===== src/rtl/riscv_fetch_stage_pkg.sv =====
// Shared RISC-V datapath types for the fetch stage.
// Holds the NOP encoding, the fetch FSM states and the IF/ID bundle.
package riscv_fetch_stage_pkg;

    localparam logic [31:0] NOP = 32'h0000_0013;

    typedef enum logic {
        RUN  = 1'b0,
        HALT = 1'b1
    } fetch_state_e;

    typedef struct packed {
        logic [31:0] instr;
        logic [31:0] pc;
        logic [31:0] pc_plus_4;
        logic        valid;
    } if_id_t;

    localparam if_id_t IF_ID_BUBBLE = '{instr: NOP, pc: 32'h0, pc_plus_4: 32'h0, valid: 1'b0};

endpackage


===== src/rtl/riscv_fetch_stage_if_id_reg.sv =====
// IF/ID pipeline register: clear wins over enable, and both reset and clear
// produce a bubble.
module if_id_reg
    import riscv_fetch_stage_pkg::*;
(
    input  logic   clk,
    input  logic   rst,
    input  logic   en_i,
    input  logic   clr_i,
    input  if_id_t d_i,
    output if_id_t q_o
);

    if_id_t if_id_q;

    // NOTE: sequential state is assigned with <= so every flop samples pre-edge values.
    always_ff @(posedge clk or posedge rst) begin
        if (rst) begin
            if_id_q <= IF_ID_BUBBLE;
        end else if (clr_i) begin
            if_id_q <= IF_ID_BUBBLE;
        end else if (en_i) begin
            if_id_q <= d_i;
        end
    end

    assign q_o = if_id_q;

endmodule


===== src/rtl/riscv_fetch_stage.sv =====
// Instruction fetch stage: PC register, RUN/HALT fault FSM, flush counter,
// and the IF/ID register feeding decode.
module riscv_fetch_stage
    import riscv_fetch_stage_pkg::*;
#(
    parameter logic [31:0] RESET_PC = 32'h0000_0000
) (
    input  logic        clk,
    input  logic        rst,
    output logic [31:0] imem_addr,
    input  logic [31:0] imem_rd_data,
    input  logic        imem_ready,
    input  logic        stall_f,
    input  logic        stall_d,
    input  logic        flush_d,
    input  logic        redirect,
    input  logic [31:0] redirect_pc,
    output logic [31:0] instr_d,
    output logic [31:0] pc_d,
    output logic [31:0] pc_plus_4_d,
    output logic        valid_d,
    output logic        misalign_fault,
    output logic [15:0] flush_cnt
);

    logic [31:0]  pc_f_q, pc_f_d;
    fetch_state_e state_q, state_d;
    logic         fault_q, fault_d;
    logic [15:0]  flush_cnt_q, flush_cnt_d;

    logic [31:0]  pc_plus_4_f;
    logic         misaligned_target;
    if_id_t       if_id_in, if_id_out;

    assign pc_plus_4_f       = pc_f_q + 32'd4;
    assign misaligned_target = (redirect_pc[1:0] != 2'b00);

    // NOTE: every variable gets a default at the top so no path infers a latch.
    always_comb begin
        pc_f_d      = pc_f_q;
        state_d     = state_q;
        fault_d     = fault_q;
        flush_cnt_d = flush_cnt_q;

        if (state_q == RUN) begin
            if (redirect) begin
                // A bad target freezes fetch where it is instead of jumping.
                if (misaligned_target) begin
                    state_d = HALT;
                    fault_d = 1'b1;
                end else begin
                    pc_f_d = redirect_pc;
                end
            end else if (!stall_f && imem_ready) begin
                pc_f_d = pc_plus_4_f;
            end
        end

        if (flush_d && valid_d && (flush_cnt_q != 16'hFFFF)) begin
            flush_cnt_d = flush_cnt_q + 16'd1;
        end
    end

    always_ff @(posedge clk or posedge rst) begin
        if (rst) begin
            pc_f_q      <= RESET_PC;
            state_q     <= RUN;
            fault_q     <= 1'b0;
            flush_cnt_q <= 16'h0000;
        end else begin
            pc_f_q      <= pc_f_d;
            state_q     <= state_d;
            fault_q     <= fault_d;
            flush_cnt_q <= flush_cnt_d;
        end
    end

    always_comb begin
        if (imem_ready && (state_q == RUN)) begin
            if_id_in = '{instr: imem_rd_data, pc: pc_f_q, pc_plus_4: pc_plus_4_f, valid: 1'b1};
        end else begin
            if_id_in = IF_ID_BUBBLE;
        end
    end

    if_id_reg u_if_id_reg (
        .clk   (clk),
        .rst   (rst),
        .en_i  (!stall_d),
        .clr_i (flush_d),
        .d_i   (if_id_in),
        .q_o   (if_id_out)
    );

    assign imem_addr      = pc_f_q;
    assign instr_d        = if_id_out.instr;
    assign pc_d           = if_id_out.pc;
    assign pc_plus_4_d    = if_id_out.pc_plus_4;
    assign valid_d        = if_id_out.valid;
    assign misalign_fault = fault_q;
    assign flush_cnt      = flush_cnt_q;

endmodule

===== config.mk =====
export PLATFORM = sky130hd
export DESIGN_NAME = riscv_fetch_stage
export DESIGN_NICKNAME = d
export VERILOG_FILES = /design/src/rtl/riscv_fetch_stage_pkg.sv /design/src/rtl/riscv_fetch_stage_if_id_reg.sv /design/src/rtl/riscv_fetch_stage.sv
export SDC_FILE = /design/constraint.sdc
export NUM_CORES = 1
export LEC_CHECK = 0
export CORE_MARGIN = 5
export CORE_UTILIZATION = 24
export CTS_CLUSTER_SIZE = 28
export DETAILED_ROUTE_END_ITERATION = 8
export PLACE_DENSITY = 0.5
export SETUP_SLACK_MARGIN = 0.2
export SYNTH_ARGS = -nofsm -noshare
export SYNTH_HDL_FRONTEND = slang
export SYNTH_SLANG_ARGS = --single-unit

===== constraint.sdc =====
create_clock -name clk -period 9 [get_ports clk]
set_clock_uncertainty 0.15 [all_clocks]
set_input_delay 2.25 -clock clk [delete_from_list [all_inputs] [get_ports clk]]
set_output_delay 2.25 -clock clk [all_outputs]
set_load 0.02 [all_outputs]

## Word level (Yosys, flattened, before mapping)

Cells that the tools add are included.

| storage, ports and cells | value |
|---|---|
| bits in registers | 147 |
| input port bits | 71 |
| output and inout port bits | 146 |
| word-level logic and storage cells | 32 |

| cells by class | value |
|---|---|
| add/sub/neg operators | 2 |
| eq/ne operators | 3 |
| mux-type cells | 9 |
| bitwise gates (word level) | 1 |
| reductions and logical operators | 9 |

Operators by type and width:

| cell | number |
|---|---|
| $mux W97 | 3 |
| $mux W32 | 3 |
| $add A32 B3 Y32 const B | 1 |
| $add A16 B1 Y16 const B | 1 |
| $ne A16 B16 Y1 const B | 1 |
| $reduce_and A3 Y1 | 2 |
| $logic_and A1 B1 Y1 | 4 |
| $reduce_bool A2 Y1 | 2 |
| $mux W1 | 3 |
| $ne A2 B1 Y1 const B | 1 |
| $ne A2 B2 Y1 const B | 1 |
| $logic_not A1 Y1 | 1 |
| $not A1 Y1 | 1 |

## Logic depth before layout (Yosys ltp)

Gate-level depths: netlist of run 1.

| logic depth | value |
|---|---|
| word-level depth | 5 |
| gate-level depth with buffers | 8 |
| mapped depth without buffers | 6 |

## Modules after synthesis

From an unflattened synthesis of run 1, not the netlist that was laid out.

| unflattened totals | value |
|---|---|
| cells, all modules | 784 |
| area total of the unflattened synthesis | 7,662.3 sq um |

Modules (own cells, without submodules):

| module | times used | cells an instance | area an instance (sq um) | sequential area each (sq um) |
|---|---|---|---|---|
| if_id_reg | 1 | 314 | 3,933.8 | 2,431.1 |
| riscv_fetch_stage | 1 | 470 | 3,728.6 | 1,251.2 |

## Worst setup path before layout of run 1

No wires, ideal clock.

| timing path | value |
|---|---|
| path type | input to register |
| start point | input port flush_d |
| end point | register u_if_id_reg.if_id_q, in the netlist u_if_id_reg.q_o[45] |
| library setup time | 65 ps |
| arrival time | 3,611 ps |
| required time | 8,785 ps |
| slack | 5,174 ps |
| stages on the path | 4 |
| buffers on the path | 2 |
| cells stage by stage | clkbuf_1 nor4b_1 clkbuf_1 a22o_2 |

| between the ends | value |
|---|---|
| word-level cells in the longest chain between the ends | 1 |
| elaborated cells on any way between the ends | 2 |
| classes of those cells | 1 x eq/ne; 1 x mux |

Ends and longest elaborated chain:

| item | line | source |
|---|---|---|
| start, declared | riscv_fetch_stage.sv:15 | `input logic flush_d,` |
| $ne A2 B1 Y1 (no line) or $mux W97 (tied branches) | - |  |
| end signal, assigned | riscv_fetch_stage_if_id_reg.sv:23 | `if_id_q <= d_i;` |
| end, declared | riscv_fetch_stage_if_id_reg.sv:14 | `if_id_t if_id_q;` |

Several ways; a longest one is shown, not always the timed one.
A chain may end at the register's enable or synchronous reset.

## Worst setup path after layout of run 1

| timing path | value |
|---|---|
| start point | input port flush_d |
| end point | register u_if_id_reg.if_id_q, in the netlist u_if_id_reg.q_o[9] |

The elaborated chain is that of the path after synthesis.

==> reports/results.txt, run 1 <==
Final WS setup: 4.39 ns
H-tree depth: 4
Power Density: 172 mW/mm^2
Syn Nets: 688
IO Count: 217
Initial Util: 24.2%
Combinational power share: 9.7%
Commonest non-fill, non-tap cell in the layout: clkdlybuf4s50_1
Critical Path End Type: flop
Cts repair resizes: 0
Ys flop type: dfrtp_1
Most crowded layer after global routing: met2
Placed cell area: 0.00894 mm^2
Worst rel slew slack: 18.5%
Slowest CP cell: nor2b_4
Die ar.: 0.0304 mm^2
Yosys cell types: 51
Fin Setup TNS: 0 ns
Clock Root Buffer: clkbuf_16
Maximum VDD drop: 0.0000944 V
Met3 Use GR: 4.55%
Critical path's top delay family: buffers and inverters
Period utilization: 51.2%
Vias: 5530
Sequential fraction of the synthesis area: 56.0%
DIE WIDTH: 174 um
Nets@finish: 878
Hold Startpoint: u_if_id_reg.q_o[31]$_DFFE_PP0P_
Layout cell share with drive strength beyond 1: 6.85%
Slowest stage delay, CP: 1.02 ns
Flop pwr share: 42.9%
CTS buffer count: 17
Drt wl/cell: 19.2 um
Startpoint Class: primary input
IO buf count: 216
Internal power: 1230 uW
P_leak: 0.00392 uW
First-pass GRT wire length: 34800 um
Worst-Margin Slew: 1.22 ns
Status: complete, no violations
Flops & latches, synth: 145
Synth top area share: 54.8%
F_max: 0.217 GHz
Synth top area cells: dfrtp_1 (55%), a22o_1 (8.1%), o21ai_0 (3.9%)
Clk pwr share: 47.3%
Syn. warnings: 0
Vias in the first global route: 5632
Min Clock Period, post-route: 4.61 ns
Clock-pin transition on the worst setup and hold timing paths: 0.07 ns
NetSw: 417 uW
Detailed Routing Iterations Pass 1: 4
Met2 global-route usage: 23.2%
Crit path buf inv count: 2
Syn Area/Cell: 10.6 um^2
Fin area: 0.00958 mm^2
Pre-CTS setup slack: 3.92 ns
DRC violations left: 0
Critical path, cell by cell: clkdlybuf4s50_1, nor2b_4, buf_4, a22o_1
Pins Over Slew Limit: 0
GP Congestion: 0.741
CTS tree: done
Routed wire length: 22300 um
Clk buf depth: 2
Sw Share: 25.4%
Worst Path Max Fanout: 48
Final ANT Viol Nets: 0
M1 GR Usage: 19.5%
Largest net degree at the start of global routing: 83
Setup Viol. Count Final: 0
Post-CTS setup buffers: 0
Placeable Area: 0.0268 mm^2
Crit Path Category: in2reg
Vias per cell: 4.77
Final Hold Vio Count: 0
Synthesized area: 0.00649 mm^2
Worst Hold Class: reg2reg
CTS Hold Bufs: 0
Initial drt markers: 399
CP required: 9.20 ns
Initial antenna violation count: 1
Site Rows: 60
Post-DP HPWL: 15200 um
Synth Instances: 615
CTS Sinks: 145
FFs w/ async S/R, synth: 100%
Layout area overhead: 47.6%
Die Height: 174 um
Grt ovf: 0
Total track usage: 14.5%
Max_cap viols: 0
CP arrival: 4.81 ns
Post-synth EDFFs: 0
RSZ-0062 raised after global routing: false
Synth area leader: dfrtp_1
Clock Latency Late Sink: 0.43 ns
Reg2Reg Launch Point: imem_addr[2]$_DFFE_PP0P_
Worst Setup SP: flush_d
Most frequent cells in the layout: clkdlybuf4s50_1 (215), dfrtp_1 (142), nand2_1 (66)
-- cell families after synthesis --
family | after synthesis | synth area share, %
compound gates | 176 | 18.9
xor+xnor | 40 | 5.40
fa+ha+maj | 2 | 0.386
buf+inv | 58 | 3.61
flops | 145 | 56.0
mux | 6 | 1.00
simple gates | 188 | 14.7
-- routing by layer --
metal | vias up | wire, um
met5 | - | 13
met4 | 2 | 87
met3 | 6 | 1370
met2 | 141 | 10600
met1 | 2759 | 10200
li1 | 2622 | -
-- cell usage after synthesis, types with 3 or more instances --
cell type  count
clkbuf_1      43
o21ai_0       51
nor2_1        19
nor2b_1        3
o22a_1         6
inv_1          6
nand2_1       66
o22ai_1       10
or4_1          5
xnor2_1       28
nand4_1       13
buf_4          3
a2bb2oi_1      9
mux2_2         4
and3_1        16
a31oi_1        4
a21oi_1       21
and4_1         5
buf_2          3
nor3b_1        3
dfrtp_1      142
a22oi_1        4
a22o_1        60
nor4_1         7
o21a_1         3
dfstp_2        3
xor2_1        12
nand3_1       26
nor3_1        12
o21bai_1       3
-- registers in the layout (all words and copies together) (netlist names) --
register         cells
flush_cnt           16
state_q              1
u_if_id_reg.q_o     95
misalign_fault       1
imem_addr           32
-- power by group through the flow --
stage                     sequential, uW  clock [uW]  combinational (uW)
after global placement               719           0                 162
after global routing                 710         832                 175
after CTS                            706         801                 164
after floorplan                      720           0                68.0
final                                706         778                 160
after detailed placement             719           0                 163
-- worst paths after layout --
path | cells past startpoint | slack (ns) | to
min reg2reg | 2 | 0.33 | u_if_id_reg.q_o[31]$_DFFE_PP0P_
min | 2 | 0.33 | u_if_id_reg.q_o[31]$_DFFE_PP0P_
max | 4 | 4.39 | u_if_id_reg.q_o[9]$_DFFE_PP0P_
max in group asynchronous | 3 | 5.09 | u_if_id_reg.q_o[13]$_DFFE_PP0P_
max reg2reg | 6 | 6.27 | imem_addr[20]$_DFFE_PP0P_
min in group asynchronous | 2 | 2.19 | u_if_id_reg.q_o[80]$_DFFE_PP0P_
-- area by class of cell --
type / count / area, um^2
clock buffer: 19 / 453
clock inverter: 12 / 181
inverter: 7 / 31.3
timing repair buffer: 222 / 2200
tap: 341 / 427
antenna: 1 / 2.50
fill: 2653 / 17200
multi-input combinational: 412 / 2650
sequential: 145 / 3630
-- worst register-to-register path: cells and delay by family, from the launching register on --
kind,cells,cell delay (ns)
adders and majority gates,1,0.37
AOI/OAI and AO/OA,1,0.33
and+or+nand+nor,4,1.23
DFF,1,0.56
-- per-stage QoR --
stage	total power [uW]	utilization, %	std cells	hold WS (ns)
final	1640	35.7	1159	0.328
after global routing	1720	35.7	1158	0.350
after CTS	1670	35.7	1158	0.334
after detailed placement	882	33.4	1127	0.320
after global placement	880	33.4	1127	0.313
after floorplan	788	-	615	0.352
Power figures use the tool's default switching activity.
==> run 2, diff against run 1 <==
==> constraint.sdc (replaced) <==
create_clock -name clk -period 4.7 [get_ports clk]
set_clock_uncertainty 0.15 [all_clocks]
set_input_delay 1.175 -clock clk [delete_from_list [all_inputs] [get_ports clk]]
set_output_delay 1.175 -clock clk [all_outputs]
set_load 0.02 [all_outputs]
==> run 2 against run 1 <==
Against the previous run:
- critical path type unchanged
- utilization increased by 0.079 points
- clock power increased by 85%
- sequential power increased by 91%
- non-clock buffer count increased by 4
- worst hold slack about the same
- first-iteration DRC count unchanged
- via count increased by 0.27%
- cell count increased by 0.35%
- cell area increased by 0.22%
- global-route usage about the same
- highest routed layer is now met4
- wire length decreased by 0.90%
- flip-flop and latch count unchanged
==> reports/results.txt, run 2 (synthesis results as in run 1) <==
Fin Setup TNS: 0 ns (unchanged)
CTS tree: done (unchanged)
Period utilization: 65.5%
Worst Hold Slack: 0.328 ns (about the same)
Final ANT Viol Nets: 0 (unchanged)
Placeable Area: 0.0268 mm^2 (unchanged)
Initial antenna violation count: 0 (was 1)
Layout area overhead: 47.9% (was 47.6%)
IO buf count: 216 (unchanged)
FF-to-FF path depth: 5 (was 6)
Maximum VDD drop: 0.000188 V (was 0.0000944 V)
CTS buffer count: 17 (unchanged)
Nets@finish: 882 (was 878)
Vias in the first global route: 5804 (was 5632)
Worst Hold Class: reg2reg (unchanged)
GP Congestion: 0.799 (was 0.741)
Max_cap viols: 0 (unchanged)
Vias: 5545 (was 5530)
Power Density: 323 mW/mm^2 (was 172 mW/mm^2)
First-pass GRT wire length: 35100 um (was 34800 um)
Worst-Margin Slew: 0.957 ns (was 1.22 ns)
P_leak: 0.00392 uW (about the same)
Hold Startpoint: u_if_id_reg.q_o[3]$_DFFE_PP0P_ (was u_if_id_reg.q_o[31]$_DFFE_PP0P_)
Initial Util: 24.2% (unchanged)
Routed wire length: 22100 um (was 22300 um)
CTS Hold Bufs: 0 (unchanged)
Setup Viol. Count Final: 0 (unchanged)
Grt ovf: 0 (unchanged)
Pins Over Slew Limit: 0 (unchanged)
Antenna cells: 0 (was 1)
Clk buf depth: 2 (unchanged)
Worst R2R End: imem_addr[30]$_DFFE_PP0P_ (was imem_addr[20]$_DFFE_PP0P_)
F_max: 0.325 GHz
H-tree depth: 4 (unchanged)
Total track usage: 14.5% (about the same)
Post-CTS setup buffers: 0 (unchanged)
Largest net degree at the start of global routing: 82 (was 83)
Layout cell share with drive strength beyond 1: 7.30% (was 6.85%)
Clock-pin transition on the worst setup and hold timing paths: 0.06 ns (was 0.07 ns)
Site Rows: 60 (unchanged)
Post-DP HPWL: 15600 um (was 15200 um)
WHS Path Cells: 2 (unchanged)
Reg-to-reg slack, setup: 1.98 ns (was 6.27 ns)
Final Hold Vio Count: 0 (unchanged)
Status: complete, no violations (unchanged)
CP arrival: 3.25 ns (was 4.81 ns)
DIE WIDTH: 174 um (unchanged)
Min Clock Period, post-route: 3.08 ns
Commonest non-fill, non-tap cell in the layout: clkdlybuf4s50_1 (unchanged)
DRC violations left: 0 (unchanged)
Most frequent cells in the layout: clkdlybuf4s50_1 (215), dfrtp_1 (142), nand2_1 (66) (unchanged)
Reg2Reg Launch Point: imem_addr[10]$_DFFE_PP0P_ (was imem_addr[2]$_DFFE_PP0P_)
# fillers: 2656 (was 2653)
Cts repair resizes: 0 (unchanged)
RSZ-0062 raised after global routing: false (unchanged)
Clock Root Buffer: clkbuf_16 (unchanged)
Worst rel slew slack: 36.0% (was 18.5%)
Clock Latency Late Sink: 0.42 ns (was 0.43 ns)
Max reg flops: 95 (unchanged)
Detailed Routing Iterations Pass 1: 5 (was 4)
Die Height: 174 um (unchanged)
Critical Path End Type: flop (unchanged)
Pwr Total: 3100 uW (was 1640 uW)
Crit Path Category: in2reg (unchanged)
Die ar.: 0.0304 mm^2 (unchanged)
Placed Cells: 1131 (was 1127)
Startpoint Class: primary input (unchanged)
CP required: 4.87 ns (was 9.20 ns)
Drt wl/cell: 19.0 um (was 19.2 um)
Initial drt markers: 399 (unchanged)
Vias per cell: 4.77 (about the same)
Worst Path Max Fanout: 34 (was 48)
Cell Count, Final, Fillers Out: 1163 (was 1159)
IO Count: 217 (unchanged)
Worst hold endpoint: u_if_id_reg.q_o[3]$_DFFE_PP0P_ (was u_if_id_reg.q_o[31]$_DFFE_PP0P_)
CTS Sinks: 145 (unchanged)
-- run 2: cell types whose count changed in the layout (fill, tap and decap cells not counted), sizes merged --
cell / before / now
buf: 7 / 11
bufinv: 4 / 3
clkinv: 6 / 3
clkinvlp: 1 / 4
diode: 1 / 0
inv: 8 / 10
-- run 2: worst max-delay path: stages --
cell and delay (ns):
clkdlybuf4s50_1 0.61, or4b_2 1.13, o21ai_0 0.30
-- run 2: power breakdown --
group	internal, uW	total, uW	switching, uW
Clock	861	1440	581
Sequential	1280	1350	72.4
Combinational	157	310	153
-- run 2: area by class of cell --
type	count	area (um^2)	area share, %
Clock buffer	19	443	4.61
Multi-Input combinational cell	412	2650	27.6
Inverter	7	30.0	0.313
Tap cell	341	427	4.45
Timing Repair Buffer	226	2240	23.4
Sequential cell	145	3630	37.8
Clock inverter	13	174	1.81
-- run 2: worst max path at each step --
stage | start | end | slack, ns
finish | flush_d | u_if_id_reg.q_o[12]$_DFFE_PP0P_ | 1.62
global route | redirect | imem_addr[10]$_DFFE_PP0P_ | 1.41
CTS | flush_d | u_if_id_reg.q_o[69]$_DFFE_PP1P_ | 1.63
detailed placement | flush_d | u_if_id_reg.q_o[66]$_DFFE_PP1P_ | 1.18
global placement | flush_d | u_if_id_reg.q_o[66]$_DFFE_PP1P_ | 1.23
floorplan | rst | flush_cnt[0]$_DFFE_PP0P_ | 1.56
-- run 2: stage by stage --
stage | instance area (um^2) | setup WS, ns | util, %
6_report | 9600 | 1.62 | 35.8
5_1_grt | 9600 | 1.41 | 35.8
4_1_cts | 9600 | 1.63 | 35.8
3_5_place_dp | 8980 | 1.18 | 33.5
3_3_place_gp | 8980 | 1.23 | 33.5
2_1_floorplan | 6490 | 1.56 | -
-- run 2: per-layer routing --
layer	wire length (um)	vias up	track usage [%]
li1	-	2623	-
met1	10400	2745	20.1
met2	10200	159	22.8
met3	1190	18	3.72
met4	261	0	3.63
met5	0	-	0
==> run 3, diff against run 2 <==
--- a/config.mk
+++ b/config.mk
@@ -9,7 +9,7 @@
 export CORE_UTILIZATION = 24
 export CTS_CLUSTER_SIZE = 28
 export DETAILED_ROUTE_END_ITERATION = 8
-export PLACE_DENSITY = 0.5
+export PLACE_DENSITY = 0.52
 export SETUP_SLACK_MARGIN = 0.2
 export SYNTH_ARGS = -nofsm -noshare
 export SYNTH_HDL_FRONTEND = slang
==> constraint.sdc (replaced) <==
create_clock -name clk -period 2.6 [get_ports clk]
set_clock_uncertainty 0.15 [all_clocks]
set_input_delay 0.65 -clock clk [delete_from_list [all_inputs] [get_ports clk]]
set_output_delay 0.65 -clock clk [all_outputs]
set_load 0.02 [all_outputs]
==> run 3 against run 2 <==
Against the previous run:
- cell area is 4.6% higher
- non-clock buffer count is 42 higher
- combinational power is 120% higher
- critical path depth is 1 lower
- utilization is 1.6 points higher
- largest power group unchanged
- highest routed layer is now met5
==> reports/results.txt, run 3 (synthesis results as in run 1) <==
IO buf count: 216 (unchanged)
Post-DP HPWL: 16300 um (was 15600 um)
Fin Setup TNS: 0 ns (unchanged)
RSZ-0062 raised after global routing: true (was false)
Internal power: 4260 uW (was 2300 uW)
Clock Root Buffer: clkbuf_16 (unchanged)
Initial antenna violation count: 1 (was 0)
Vias in the first global route: 5819 (was 5804)
Detailed Routing Iterations Pass 1: 5 (unchanged)
Antenna cells: 0 (unchanged)
Pre-CTS setup slack: 0.0634 ns (was 1.18 ns)
GP Congestion: 0.751 (was 0.799)
CTS Hold Bufs: 0 (unchanged)
Most crowded layer after global routing: met2 (unchanged)
Period utilization: 90.5%
Final WS setup: 0.248 ns (was 1.62 ns)
Setup Viol. Count Final: 0 (unchanged)
Reg2Reg Launch Point: imem_addr[14]$_DFFE_PP0P_ (was imem_addr[10]$_DFFE_PP0P_)
H-tree depth: 4 (unchanged)
Maximum VDD drop: 0.000375 V (was 0.000188 V)
Worst Setup SP: imem_addr[20]$_DFFE_PP0P_ (was flush_d)
Crit path buf inv count: 2 (was 1)
Worst-Margin Slew: 0.610 ns (was 0.957 ns)
CTS tree: done (unchanged)
Reg-to-reg slack, setup: 0.27 ns (was 1.98 ns)
Clk buf depth: 2 (unchanged)
Die Height: 174 um (unchanged)
Grt ovf: 0 (unchanged)
Initial drt markers: 382 (was 399)
Final ANT Viol Nets: 0 (unchanged)
Worst Hold Class: reg2reg (unchanged)
Max reg flops: 95 (unchanged)
Total track usage: 14.7% (was 14.5%)
Vias per cell: 4.74 (was 4.77)
Placed Cells: 1173 (was 1131)
Slowest stage delay, CP: 0.62 ns (was 1.13 ns)
Met3 Use GR: 3.39% (was 3.72%)
CTS buffer count: 17 (unchanged)
Cell Count, Final, Fillers Out: 1205 (was 1163)
F_max: 0.425 GHz
Vias: 5714 (was 5545)
Combinational power share: 11.9% (was 10.0%)
CP required: 1.80 ns (was 4.87 ns)
Status: complete, no violations (unchanged)
Initial Util: 24.2% (unchanged)
Drt wl/cell: 18.9 um (was 19.0 um)
Clk pwr share: 46.7% (was 46.5%)
FF-to-FF path depth: 5 (unchanged)
NetSw: 1490 uW (was 807 uW)
Clock-pin transition on the worst setup and hold timing paths: 0.07 ns (was 0.06 ns)
First-pass GRT wire length: 35000 um (was 35100 um)
Worst Hold Slack: 0.324 ns (was 0.328 ns)
P_leak: 0.00431 uW (was 0.00392 uW)
Crit Path Category: reg2out (was in2reg)
Startpoint Class: flop (was primary input)
CTS Sinks: 145 (unchanged)
Largest net degree at the start of global routing: 62 (was 82)
Worst rel slew slack: 59.3% (was 36.0%)
Commonest non-fill, non-tap cell in the layout: clkdlybuf4s50_1 (unchanged)
Nets@finish: 924 (was 882)
Die ar.: 0.0304 mm^2 (unchanged)
Slowest CP cell: clkdlybuf4s50_1 (was or4b_2)
DIE WIDTH: 174 um (unchanged)
Worst R2R End: imem_addr[26]$_DFFE_PP0P_ (was imem_addr[30]$_DFFE_PP0P_)
Critical path's top delay family: buffers and inverters (was simple AND/OR/NAND/NOR gates)
Most frequent cells in the layout: clkdlybuf4s50_1 (190), dfrtp_1 (140), nand2_1 (66) (was clkdlybuf4s50_1 (215), dfrtp_1 (142), nand2_1 (66))
Crit. path cell count: 2 (was 3)
CP endpoint: imem_addr[20] (was u_if_id_reg.q_o[12]$_DFFE_PP0P_)
DRC violations left: 0 (unchanged)
Critical Path End Type: primary output (was flop)
Placeable Area: 0.0268 mm^2 (unchanged)
Max_cap viols: 0 (unchanged)
Flop pwr share: 41.4% (was 43.5%)
Layout area overhead: 54.7% (was 47.9%)
Final Hold Vio Count: 0 (unchanged)
Power Density: 574 mW/mm^2 (was 323 mW/mm^2)
Critical path, cell by cell: buf_4, clkdlybuf4s50_1 (was clkdlybuf4s50_1, or4b_2, o21ai_0)
Layout cell share with drive strength beyond 1: 12.5% (was 7.30%)
Sw Share: 25.9% (was 26.0%)
Min Clock Period, post-route: 2.35 ns
IO Count: 217 (unchanged)
Pins Over Slew Limit: 0 (unchanged)
M1 GR Usage: 20.7% (was 20.1%)
Worst Path Max Fanout: 6 (was 34)
Clock Latency Late Sink: 0.42 ns (about the same)
Met2 global-route usage: 22.5% (was 22.8%)
Site Rows: 60 (unchanged)
CP arrival: 1.55 ns (was 3.25 ns)
Routed wire length: 22700 um (was 22100 um)
run 3: changes by cell type in the layout (fill, tap and decap cells not counted), sizes merged, moves of 2 or more:
| cell | delta |
|---|---|
| clkdlybuf4s50 | -25 |
| clkinv | +3 |
| inv | -3 |
| clkbuf | -2 |
| dlymetal6s2s | +13 |
| dlygate4sd2 | +12 |
| buf | +42 |
run 3: per-layer routing:
| metal | up-vias | share of wire (%) |
|---|---|---|
| met2 | 177 | 46 |
| met3 | 23 | 4.8 |
| met5 | - | 0.088 |
| li1 | 2715 | - |
| met4 | 2 | 2.0 |
| met1 | 2797 | 47 |
run 3: through the flow:
step / total power [uW] / utilization (%) / instance area, um^2
CTS: 5850 / 37.3 / 9990
floorplan: 2730 / - / 6490
global route: 5990 / 37.4 / 10000
detailed placement: 3130 / 34.9 / 9360
global placement: 3130 / 34.9 / 9360
finish: 5760 / 37.4 / 10000
run 3: layout make-up:
| class | count | area, um^2 |
|---|---|---|
| Clock buffer | 17 | 425 |
| Clock inverter | 15 | 210 |
| Fill cell | 2657 | 16800 |
| Inverter | 7 | 30.0 |
| Multi-Input combinational cell | 412 | 2660 |
| Sequential cell | 145 | 3630 |
| Tap cell | 341 | 427 |
| Timing Repair Buffer | 268 | 2650 |
run 3: worst min path at each step:
stage,start,endpoint,cells past startpoint
final,misalign_fault$_DFFE_PP0P_,misalign_fault$_DFFE_PP0P_,1
after global routing,misalign_fault$_DFFE_PP0P_,misalign_fault$_DFFE_PP0P_,1
after CTS,misalign_fault$_DFFE_PP0P_,misalign_fault$_DFFE_PP0P_,1
after detailed placement,misalign_fault$_DFFE_PP0P_,misalign_fault$_DFFE_PP0P_,1
after global placement,misalign_fault$_DFFE_PP0P_,misalign_fault$_DFFE_PP0P_,1
after floorplan,state_q$_DFF_PP0_,state_q$_DFF_PP0_,1
run 3: power by group through the flow:
stage / logic (uW) / clock network, uW / registers, uW
floorplan: 237 / 0 / 2490
global placement: 712 / 0 / 2420
detailed placement: 711 / 0 / 2420
CTS: 703 / 2760 / 2380
global route: 745 / 2850 / 2390
finish: 687 / 2690 / 2380
run 3: what timing repair did:
item	in CTS	in global routing
gates cloned	0	0
buffers inserted	0	0
endpoints found under the setup margin	15	17
pin swaps	0	1
gates resized for setup	14	16
